[config.mk]
export PLATFORM = sky130hd
export DESIGN_NAME = alu_issue_ctrl
export DESIGN_NICKNAME = d
export VERILOG_FILES = /design/src/rtl/alu_issue_ctrl.sv
export SDC_FILE = /design/constraint.sdc
export NUM_CORES = 1
export LEC_CHECK = 0
export CAP_MARGIN = 10
export CELL_PAD_IN_SITES_DETAIL_PLACEMENT = 0
export CELL_PAD_IN_SITES_GLOBAL_PLACEMENT = 1
export CORE_ASPECT_RATIO = 1.4
export CORE_UTILIZATION = 40
export DETAILED_ROUTE_END_ITERATION = 7
export DONT_BUFFER_PORTS = 1
export PLACE_DENSITY = 0.67
export SETUP_SLACK_MARGIN = 0.2
export SLEW_MARGIN = 30
export SYNTH_ARGS = -nofsm -noshare
export SYNTH_HDL_FRONTEND = slang
export SYNTH_SLANG_ARGS = --single-unit
[constraint.sdc]
create_clock -name i_clk -period 1.91 [get_ports i_clk]
set_input_delay 0.382 -clock i_clk [delete_from_list [all_inputs] [get_ports i_clk]]
set_output_delay 0.382 -clock i_clk [all_outputs]
set_load 0.02 [all_outputs]
[src/rtl/alu_issue_ctrl.sv]
// ALU initiator: issues ADD/SUB/PUSH/POP, owns SP and the condition code.
// Build option: STACK_GUARD_EN enables stack overflow/underflow rejection.
module alu_issue_ctrl #(
  parameter logic [7:0] SP_RESET = 8'hFF,
  parameter logic [7:0] SP_LIMIT = 8'hC0
) (
  input  logic       i_clk,
  input  logic       i_rst,
  input  logic       i_req_valid,
  output logic       o_req_ready,
  input  logic [1:0] i_req_cmd,
  input  logic [7:0] i_req_a,
  input  logic [7:0] i_req_b,
  output logic [7:0] o_alu_a,
  output logic [7:0] o_alu_b,
  output logic [3:0] o_alu_op,
  input  logic [7:0] i_alu_e,
  input  logic [1:0] i_alu_cc,
  output logic [7:0] o_mem_addr,
  output logic [7:0] o_mem_wdata,
  output logic       o_mem_we,
  output logic       o_mem_re,
  input  logic [7:0] i_mem_rdata,
  input  logic       i_mem_ack,
  output logic       o_rsp_valid,
  input  logic       i_rsp_ready,
  output logic [7:0] o_rsp_data,
  output logic       o_rsp_err,
  output logic [1:0] o_cc,
  output logic [7:0] o_sp
);

  localparam logic [1:0] CMD_ADD  = 2'd0;
  localparam logic [1:0] CMD_SUB  = 2'd1;
  localparam logic [1:0] CMD_PUSH = 2'd2;
  localparam logic [1:0] CMD_POP  = 2'd3;

  typedef enum logic [1:0] {
    S_IDLE,
    S_EXEC,
    S_MEM,
    S_RESP
  } state_t;

  state_t     r_state;
  state_t     w_next;
  logic [1:0] r_cmd;
  logic [7:0] r_a;
  logic [7:0] r_b;
  logic [7:0] r_sp;
  logic [1:0] r_cc;
  logic [7:0] r_rsp_data;
  logic       r_err;
  logic       w_accept;
  logic       w_guard;

  assign w_accept = i_req_valid && (r_state == S_IDLE);

`ifdef STACK_GUARD_EN
  assign w_guard = ((i_req_cmd == CMD_PUSH) && (r_sp == SP_LIMIT)) ||
                   ((i_req_cmd == CMD_POP)  && (r_sp == SP_RESET));
`else
  assign w_guard = 1'b0;
`endif

  always_ff @(posedge i_clk or posedge i_rst) begin
    if (i_rst) r_state <= S_IDLE;
    else       r_state <= w_next;
  end

  always_comb begin
    w_next = r_state;
    unique case (r_state)
      S_IDLE: begin
        if (w_accept) begin
          if (w_guard)                    w_next = S_RESP;
          else if (i_req_cmd == CMD_POP)  w_next = S_MEM;
          else                            w_next = S_EXEC;
        end
      end
      S_EXEC: w_next = (r_cmd == CMD_PUSH) ? S_MEM : S_RESP;
      S_MEM: begin
        if (i_mem_ack)
          w_next = (r_cmd == CMD_POP) ? S_EXEC : S_RESP;
      end
      S_RESP: if (i_rsp_ready) w_next = S_IDLE;
    endcase
  end

  // Strobes decode from state only, so reset drops them asynchronously.
  always_comb begin
    o_alu_a     = '0;
    o_alu_b     = '0;
    o_alu_op    = '0;
    o_mem_addr  = '0;
    o_mem_wdata = '0;
    o_mem_we    = 1'b0;
    o_mem_re    = 1'b0;
    unique case (r_state)
      S_EXEC: begin
        o_alu_op = {2'b00, r_cmd};
        if ((r_cmd == CMD_PUSH) || (r_cmd == CMD_POP)) begin
          o_alu_b = r_sp;
        end else begin
          o_alu_a = r_a;
          o_alu_b = r_b;
        end
      end
      S_MEM: begin
        o_mem_addr = r_sp;
        if (r_cmd == CMD_PUSH) begin
          o_mem_we    = 1'b1;
          o_mem_wdata = r_a;
        end else begin
          o_mem_re = 1'b1;
        end
      end
      default: ;
    endcase
  end

  always_ff @(posedge i_clk or posedge i_rst) begin
    if (i_rst) begin
      r_cmd      <= '0;
      r_a        <= '0;
      r_b        <= '0;
      r_sp       <= SP_RESET;
      r_cc       <= '0;
      r_rsp_data <= '0;
      r_err      <= 1'b0;
    end else begin
      unique case (r_state)
        S_IDLE: begin
          if (w_accept) begin
            r_cmd <= i_req_cmd;
            r_a   <= i_req_a;
            r_b   <= i_req_b;
            r_err <= w_guard;
            if (w_guard) r_rsp_data <= '0;
          end
        end
        S_EXEC: begin
          unique case (r_cmd)
            CMD_ADD: r_rsp_data <= i_alu_e;
            CMD_SUB: begin
              r_rsp_data <= i_alu_e;
              r_cc       <= i_alu_cc;
            end
            CMD_PUSH: r_sp <= i_alu_e;
            CMD_POP:  r_sp <= i_alu_e;
          endcase
        end
        S_MEM: begin
          if (i_mem_ack)
            r_rsp_data <= (r_cmd == CMD_PUSH) ? r_a : i_mem_rdata;
        end
        default: ;
      endcase
    end
  end

  assign o_req_ready = (r_state == S_IDLE);
  assign o_rsp_valid = (r_state == S_RESP);
  assign o_rsp_data  = r_rsp_data;
  assign o_rsp_err   = r_err;
  assign o_cc        = r_cc;
  assign o_sp        = r_sp;

endmodule
==> results of run 1 <==
-- registers in the layout, indices dropped and copies added, names as in the netlist --
register    count
r_b             8
o_rsp_data      8
o_sp            8
r_a             8
r_state         2
r_cmd           2
o_cc            2
-- logic make-up (layout without fill, tap and decap cells) --
kind of cell,after synthesis,count (layout),synth area share [%]
buffers and inverters,24,36,7.774
other,1,3,0.1779
AOI/OAI and AO/OA,27,27,13.00
DFF,38,38,45.58
muxes,28,28,15.31
and+or+nand+nor,63,63,18.16
-- timing repair --
item / CTS / global route
gates resized for setup: 49 / 6
cloned: 2 / 2
endpoints found under the hold margin: 0 / 0
endpoints found under the setup margin: 35 / 52
buffers inserted: 7 / 3
pin swaps: 14 / 2
-- power groups by stage --
| stage | Sequential [uW] | Clock [uW] | Combinational [uW] |
|---|---|---|---|
| 2_1_floorplan | 1780 | 0 | 1790 |
| 3_3_place_gp | 1900 | 0 | 1930 |
| 3_5_place_dp | 1930 | 0 | 1990 |
| 4_1_cts | 1960 | 591 | 2420 |
| 5_1_grt | 2020 | 630 | 2750 |
| 6_report | 1960 | 568 | 2580 |
-- routing by layer --
layer	vias to the layer above	part of all wire [%]
li1	655	-
met1	712	38
met2	67	55
met3	6	6.4
met4	0	1.0
met5	-	0
-- placed cells by master, fill, tap and decap left out, types with 2 or more instances in the layout --
cell type	instances
clkbuf_8	6
buf_4	13
a41oi_2	5
o2bb2ai_1	2
buf_6	2
nand2_1	13
clkbuf_16	2
nor2b_1	2
and2_4	10
nand2b_1	2
mux2_2	25
nor3_1	5
dfstp_2	8
o22ai_1	2
o21ai_0	2
a22o_4	8
inv_2	5
a211oi_1	3
dfrtp_2	3
and2_2	13
mux2_4	2
dfrtp_1	27
nand3_1	6
conb_1	3
and3b_1	4
buf_12	3
-- stage by stage --
| stage | setup slack (ns) | std cells |
|---|---|---|
| after global placement | 0.2877 | 237 |
| after global routing | 0.03003 | 259 |
| final | 0.07994 | 259 |
| after floorplan | 0.2094 | 183 |
| after CTS | 0.06967 | 254 |
| after detailed placement | 0.2624 | 237 |
-- how the worst max path moves through the flow --
stage                                       from         end  cells after the start
final                     r_state[0]$_DFFE_PP0P_  o_alu_b[5]                      4
after global routing      r_state[1]$_DFFE_PP0P_  o_alu_a[5]                      4
after CTS                 r_state[0]$_DFFE_PP0P_  o_alu_b[5]                      4
after detailed placement  r_state[0]$_DFFE_PP0P_  o_alu_b[5]                      4
after global placement    r_state[0]$_DFFE_PP0P_  o_alu_b[7]                      4
after floorplan           r_state[1]$_DFFE_PP0P_  o_alu_a[0]                      4
-- layout make-up --
| type | count | area share (%) |
|---|---|---|
| clock inverter | 2 | 0.4895 |
| inverter | 6 | 0.8811 |
| multi-input combinational | 121 | 43.17 |
| tap | 64 | 3.133 |
| timing repair buffer | 22 | 11.36 |
| clock buffer | 6 | 3.231 |
| sequential | 38 | 37.74 |
-- critical path, delay by kind of cell, from the launching register on --
| family | cells | cell delay (ns) |
|---|---|---|
| compound gates | 1 | 0.25 |
| buf+inv | 1 | 0.15 |
| flops | 1 | 0.44 |
| simple gates | 2 | 0.32 |
==> key figures, run 1 <==
Run
  – Max-cap viol count: 0

Clocking
  – Clock sink total: 38
  – Clock latency on the worst-skew pair: 0.29 ns
  – Max Root-Sink Buffers: 2
  – CTS tree: built
  – Clock-pin slew on the worst setup and hold paths: 0.08 ns
  – Num CTS Buffers: 5
  – H-Tree Depth: 2
  – Root Driver: clkbuf_8
  – Hold Buf Count CTS: 0

Power and ir drop
  – PD cells: 1997 nW/um^2
  – Sw Share: 42.79%
  – Combinational fraction of design power: 50.6%
  – Internal: 2921 uW
  – Pwr Total: 5106 uW
  – Share of total power in sequential cells: 38.3%
  – Net Switching: 2185 uW
  – Clock power frac: 11.1%
  – VDD IR max: 754.3 uV
  – Pleak: 0.001114 uW

Routing
  – DRT iter0 DRCs: 25
  – Final wirelength: 5508 um
  – DRC violations left: 0
  – ANT nets after route: 0
  – Routed via count: 1,440
  – Pre-Repair DR Iteration Count: 4
  – Routed length per placed instance: 21.27 um
  – Vias/cell: 5.560

Die
  – # IOs: 100
  – Die Span Y: 87.90 um
  – Die Wd: 63.36 um
  – CORE AREA: 4955 um^2
  – FP Rows: 30
  – Die ar.: 5569 um^2
  – Initial Utilization: 42.55%

Global routing
  – Number of global-route vias before repair: 1,493
  – Met2 usage in global routing: 36.17%
  – Total track usage: 19.42%
  – GR peak layer: met2
  – GRT overflow: 0
  – Met1 usage: 21.13%
  – Initial antenna violation count: 0
  – Largest net degree at the start of global routing: 39
  – Met3 Resource Use GR: 5.469%
  – Global-route wire length before repair: 8059 um

Synth
  – Largest cells by area after synthesis: dfrtp_1 36%, mux2_2 13%, dfstp_2 10%
  – Yosys cell types: 37
  – Count leader, synth: dfrtp_1
  – FF+latch count, synth: 38
  – Commonest cells in the synthesized netlist: 30 x dfrtp_1, 25 x mux2_2, 23 x and2_1
  – Number of synthesized flops with an enable pin: 0
  – Post-Syn Area: 2108 um^2
  – Post-synth top area share: 35.61%
  – Cells after Synth: 181
  – Async set or reset register ratio after synthesis: 100.0%
  – Top_reg_cell synth: dfrtp_1
  – Ys Warns: 0
  – Synth Area per Inst: 11.65 um^2
  – Sequential-to-total area share from yosys stat: 45.58%
  – Leading area contributor after synthesis: dfrtp_1

Final layout
  – Antenna Cells: 0
  – Area added between synthesis and finish: 21.25%
  – Final instance area: 2556 um^2
  – Share of cells above drive strength 1: 60.00%
  – Fin util: 51.59%
  – Sequential Area: 964.7 um^2
  – Fillers: 464
  – Area taken by multi-input logic gates: 1104 um^2
  – NumNets Final: 235

STA
  – Crit path time final: 1.830 ns
  – Final TNS setup: 0 ns
  – Final Max Slew Viols: 0
  – Final Hold Viols: 0
  – Hold_ws: 0.09162 ns
  – Final Cycle Share: 95.81%
  – Fmax: 546.4 MHz
  – Clock Skews: 0.01015 ns
  – Setup Viol. Count Final: 0
  – RSZ-0062 raised after global routing: yes

Place
  – Final estimated routing congestion in global placement: 0.7721
  – Area post-placement: 2152 um^2
  – Hpwl dp: 3520 um
  – IO Port Bufs: 0

Setup path
  – Crit. End Element: output port
  – R2r setup slk: 0.25 ns
  – CP peak stage delay: 0.44 ns
  – Cells on worst reg2reg path: 6
  – Crit Path Max Fanout: 9
  – R2r endpoint: r_a[5]$_DFFE_PP0P_
  – Data arrival time of the worst path: 1.45 ns
  – Critical path class: reg2out
  – Crit path max-delay cell type: dfrtp_2
  – Critical-path cell list: nor2b_1 -> and2_4 -> buf_12 -> a22o_4
  – Worst path required time: 1.53 ns
  – Setup crit start kind: register
  – Reg-to-Reg Start: r_state[1]$_DFFE_PP0P_

Min path
  – Worst Hold Class: in2async

Status
  – Outcome: complete, no violations
(Power assumes the default switching activity.)
==> run 2: changes to the inputs <==
--- a/config.mk
+++ b/config.mk
@@ -5,7 +5,7 @@
 export SDC_FILE = /design/constraint.sdc
 export NUM_CORES = 1
 export LEC_CHECK = 0
-export CAP_MARGIN = 10
+export CAP_MARGIN = 20
 export CELL_PAD_IN_SITES_DETAIL_PLACEMENT = 0
 export CELL_PAD_IN_SITES_GLOBAL_PLACEMENT = 1
 export CORE_ASPECT_RATIO = 1.4
==> constraint.sdc (replaced) <==
create_clock -name i_clk -period 1.91 [get_ports i_clk]
set_input_delay 0.382 -clock i_clk [delete_from_list [all_inputs] [get_ports i_clk]]
set_output_delay 0.382 -clock i_clk [all_outputs]
set_load 0.005 [all_outputs]
==> run 2 against run 1 <==
Against the previous run: sequential cell count did not move; combinational power down 21%; final cell count increased by 1.5%; setup slack worse by 0.0038 ns; critical endpoint is now o_alu_b[7]; largest cell class unchanged; highest routed layer unchanged.
==> key figures, run 2 (synthesis gave the netlist of run 1 again) <==
STA
  – Hold_ws: 0.09631 ns
  – Final Cycle Share: 96.01%
  – RSZ-0062 raised after global routing: yes
  – Fmax: 545.3 MHz
  – Final TNS setup: 0 ns
  – Setup Viol. Count Final: 0
  – Crit path time final: 1.834 ns
  – Final Hold Viols: 0
  – Clock Skews: 0.005921 ns
  – Final Max Slew Viols: 0
  – Final worst setup slack: 0.07612 ns

Die
  – Initial Utilization: 42.55%
  – Die Span Y: 87.90 um
  – CORE AREA: 4955 um^2
  – Die Wd: 63.36 um
  – Die ar.: 5569 um^2
  – FP Rows: 30
  – # IOs: 100

Power and ir drop
  – PD cells: 1749 nW/um^2
  – Clock power frac: 12.4%
  – Internal: 2760 uW
  – Sw Share: 36.07%
  – Net Switching: 1557 uW
  – Pleak: 0.001086 uW
  – VDD IR max: 755.3 uV
  – Combinational fraction of design power: 47.0%
  – Share of total power in sequential cells: 40.5%

Setup path
  – Crit path depth: 5
  – Setup crit start kind: register
  – Worst path required time: 1.53 ns
  – Reg-to-Reg Start: r_state[0]$_DFFE_PP0P_
  – CP peak stage delay: 0.42 ns
  – Crit. End Element: output port
  – Data arrival time of the worst path: 1.45 ns
  – Cells on worst reg2reg path: 6
  – Crit path max-delay cell type: dfrtp_2
  – Crit Path Max Fanout: 4
  – R2r endpoint: r_b[4]$_DFFE_PP0P_
  – CP top delay family: flip-flops
  – Critical path class: reg2out
  – R2r setup slk: 0.18 ns
  – Worst Setup SP: r_state[0]$_DFFE_PP0P_
  – Crit path to: o_alu_b[7]
  – Critical-path cell list: nor2b_4 -> and2_4 -> buf_6 -> buf_12 -> a22o_2
  – WP buf/inv: 2

Clocking
  – Clock sink total: 38
  – Clock-pin slew on the worst setup and hold paths: 0.07 ns
  – Clock latency on the worst-skew pair: 0.28 ns
  – H-Tree Depth: 2
  – CTS tree: built
  – Hold Buf Count CTS: 0
  – Max Root-Sink Buffers: 2
  – Num CTS Buffers: 5
  – Root Driver: clkbuf_8

Final layout
  – Area taken by multi-input logic gates: 1066 um^2
  – Most common cell after layout, fill and taps aside: dfrtp_1
  – Sequential Area: 965.9 um^2
  – Finished Layout Cells: 263
  – Antenna Cells: 0
  – Share of cells above drive strength 1: 50.25%
  – Fin util: 49.82%
  – Most frequent cells in the layout: 26 x dfrtp_1, 25 x mux2_2, 22 x and2_1, 19 x buf_4, 10 x nand2_1
  – NumNets Final: 240
  – Area added between synthesis and finish: 17.09%
  – Fillers: 473

Status
  – Outcome: complete, no violations

Global routing
  – Initial antenna violation count: 0
  – Total track usage: 17.61%
  – Largest net degree at the start of global routing: 39
  – Number of global-route vias before repair: 1,394
  – Global-route wire length before repair: 7245 um
  – GRT overflow: 0

Routing
  – Pre-Repair DR Iteration Count: 2
  – Routed length per placed instance: 19.49 um
  – ANT nets after route: 0
  – Vias/cell: 5.513
  – DRT iter0 DRCs: 37
  – Routed via count: 1,450
  – Final wirelength: 5127 um
  – DRC violations left: 0

Place
  – Hpwl dp: 3479 um
  – IO Port Bufs: 0
  – Place WS: 0.2752 ns
  – Final estimated routing congestion in global placement: 0.7831
  – Placed cells: 235

Min path
  – Worst Hold Class: in2async

Run
  – Max-cap viol count: 0
-- run 2: cell count changes in the layout (fill, tap and decap cells not counted), sizes merged --
cell / before / now
and4bb: 1 / 2
buf: 19 / 26
bufbuf: 1 / 0
clkbuf: 8 / 7
clkinv: 1 / 0
clkinvlp: 1 / 0
-- run 2: final cells by class --
type	instances	area share, %
clock buffers	7	3.497
repair buffers	26	10.04
multi-input cells	122	43.18
flip-flops and latches	38	39.13
well taps	64	3.244
inverters	6	0.9123
-- run 2: how the worst min path moves through the flow --
| stage | endpoint | slack (ns) | cells past startpoint |
|---|---|---|---|
| 2_1_floorplan | o_rsp_data[5]$_DFFE_PP0P_ | 0.48 | 1 |
| 3_5_place_dp | r_b[4]$_DFFE_PP0P_ | 0.42 | 2 |
| 4_1_cts | o_rsp_data[3]$_DFFE_PP0P_ | 0.11 | 2 |
| 5_1_grt | r_b[4]$_DFFE_PP0P_ | 0.14 | 2 |
| 3_3_place_gp | o_rsp_data[4]$_DFFE_PP0P_ | 0.41 | 2 |
| 6_report | o_rsp_data[6]$_DFFE_PP0P_ | 0.1 | 2 |
-- run 2: routing by layer --
metal | part of all wire [%] | up-vias | global-route usage, %
met2 | 53 | 73 | 30.27
met1 | 38 | 700 | 19.85
li1 | - | 664 | -
met5 | 0 | - | 0
met3 | 7.2 | 13 | 5.859
met4 | 2.4 | 0 | 7.645
-- run 2: stage by stage --
stage	instance area, um^2	power, uW
after floorplan	2116	3034
after CTS	2246	3947
final	2469	4317
after global placement	2125	3239
after detailed placement	2125	3322
after global routing	2469	4615
-- run 2: what timing repair did --
item | 4_1_cts | 5_1_grt
endpoints found under the setup margin | 34 | 34
cloned | 0 | 1
setup buffers | 3 | 17
pin swaps | 1 | 1
resized for setup | 6 | 20
-- run 2: worst reg2reg max path: cells and delay by family (launching register included) --
kind | cells | cell delay, ns
multiplexers | 1 | 0.36
flip-flops | 1 | 0.42
AND/OR/NAND/NOR | 2 | 0.37
buffers and inverters | 3 | 0.47
-- run 2: power by group through the flow --
stage	clock (uW)	combinational [uW]	sequential (uW)
detailed placement	0	1590	1730
global route	602	2190	1820
CTS	566	1670	1710
floorplan	0	1480	1550
global placement	0	1530	1700
finish	537	2030	1750
==> patch: new RTL, config.mk and constraints of run 2 <==
Register the output `o_rsp_err` once more, cleared by the reset; this adds one clock of latency there. The other outputs are not delayed to match.
--- a/src/rtl/alu_issue_ctrl.sv
+++ b/src/rtl/alu_issue_ctrl.sv
@@ -163,5 +163,11 @@
   assign o_rsp_valid = (r_state == S_RESP);
   assign o_rsp_data  = r_rsp_data;
-  assign o_rsp_err   = r_err;
+  always_ff @(posedge i_clk or posedge i_rst) begin
+    if (i_rst) begin
+      o_rsp_err <= '0;
+    end else begin
+      o_rsp_err <= r_err;
+    end
+  end
   assign o_cc        = r_cc;
   assign o_sp        = r_sp;
Check against the original RTL: same outputs for any inputs over 10 cycles, from zero or initial values and one cycle with i_rst high; that may be too few to reach the edited logic, so the function may still have changed.
==> patch against run 2 <==
Setup slack gained 0.018 ns; cell area shrank 5.6%; routed wire length shrank 5.7%; sequential cell count is the same; synthesized cell count shrank 1.1%; area after synthesis shrank 5.1%; power shrank 8.0%; clock power grew 23%; highest routed layer unchanged.
==> patch: results (changes against run 2) <==
Fillers - 451 (-4.7%)
vias in the first global route - 1427 (+2.4%)
Setup Fix Bufs, Post-CTS - 9 (+6)
minimum clock period - 1.816 ns (-0.01822 ns)
Met1 Routed Length - 1778 um (-8.2%)
list of most frequent post-synthesis cells - dfrtp_1, and2_1, mux2_2
syn avg cell area - 11.18 um2 (-4.0%)
CTS Buf Count - 5 (unchanged)
Detailed Routing Iterations Pass 1 - 4 (+2)
M1 GR Usage - 0.2146 (+0.01604)
worst skew pair latency - 0.29 ns
clk_skew - 0.002748 ns (-0.003173 ns)
Slowest cell on crit path - dfrtp_2
static leakage power - 1.018 nW (-6.3%)
worst r2r src - r_state[1]$_DFFE_PP0P_
Cell Count, Final, Fillers Out - 255 (-3.0%)
Top Metal Used - met4
Nets - 231 (-3.8%)
RePlAce Congestion - 0.8002 (+2.2%)
reg-to-reg endpoint - r_b[2]$_DFFE_PP0P_
Port Buf Inserts - 0 (unchanged)
DP Area - 0.002044 mm2 (-3.8%)
min-delay worst type - in2async
crit path launch - r_state[0]$_DFFE_PP0P_
Setup WS pre-CTS - 0.2490 ns (-0.02618 ns)
worst-case reg-to-reg path depth - 5 (-1)
hpwl dp - 3519 um (+1.1%)
fraction of registers with async set/reset - 1.000 (unchanged)
average routed wire per standard cell - 18.95 um (-2.8%)
GR Util met2 - 0.3392 (+0.03649)
crit-path max FO - 17 (+13)
Critical Path AT - 1.43 ns (-0.02 ns)
htree depth - 2 (unchanged)
DRT iter0 DRCs - 36 (-2.7%)
status - completed
Synth warnings - 0 (unchanged)
GR Util met3 - 0.04977 (-0.008820)
ANT cells - 0 (unchanged)
clock root buffer - clkbuf_8
crit path to - o_alu_b[3]
share of layout cells above drive strength 1 - 0.3874 (-0.1151)
wire length of the first global-routing pass - 7217 um (-0.39%)
Clock Tree Buf Depth - 2 (unchanged)
WL met3 - 299 um (-19%)
Clock transition at path regs - 0.08 ns
Yosys cell types - 33 (-11%)
post_cts resized - 28 (+22)
Tot GR Track Use - 0.1914 (+0.01529)
drt via density - 5.541 (+0.51%)
largest net degree at the start of global routing - 39 (unchanged)
crit-path max cell delay - 0.46 ns (+0.04 ns)
sequential area share after synthesis - 0.4803 (+0.02451)
Min Hold Slack - 0.09169 ns (-0.004629 ns)
top post-synthesis cells by area - dfrtp_1, dfstp_2, mux2_2, and2_1, mux2_1
Max VDD drop - 0.7567 mV (+0.18%)
Met2 Wirelength - 2696 um (-0.19%)
Placed Cells incl. Taps - 236 (+0.43%)
DRT antenna net count - 0 (unchanged)
-- patch: logic make-up (layout without fill, tap and decap cells) --
kind of cell	Yosys count	count (layout)	synth area share
other	1	3	0.001874
and+or+nand+nor	60	60	0.1764
muxes	29	29	0.1689
AOI/OAI and AO/OA	26	26	0.1038
DFF	38	38	0.4803
buffers and inverters	25	35	0.06879
-- patch: power breakdown --
| group | leakage, nW | internal, mW | switching (mW) |
|---|---|---|---|
| combinational | 0.526 | 0.876 | 0.743 |
| sequential | 0.433 | 1.29 | 0.395 |
| clock | 0.0579 | 0.384 | 0.279 |
| total | 1.02 | 2.55 | 1.42 |
-- patch: area by class of cell --
cell class	count	area, um2	share of cell area
clock buffers	5	68.82	0.02954
clock inverters	3	40.04	0.01719
well taps	64	80.08	0.03437
inverters	7	26.28	0.01128
repair buffers	20	186.4	0.08002
flip-flops and latches	38	965.9	0.4146
multi-input cells	118	962.2	0.4130
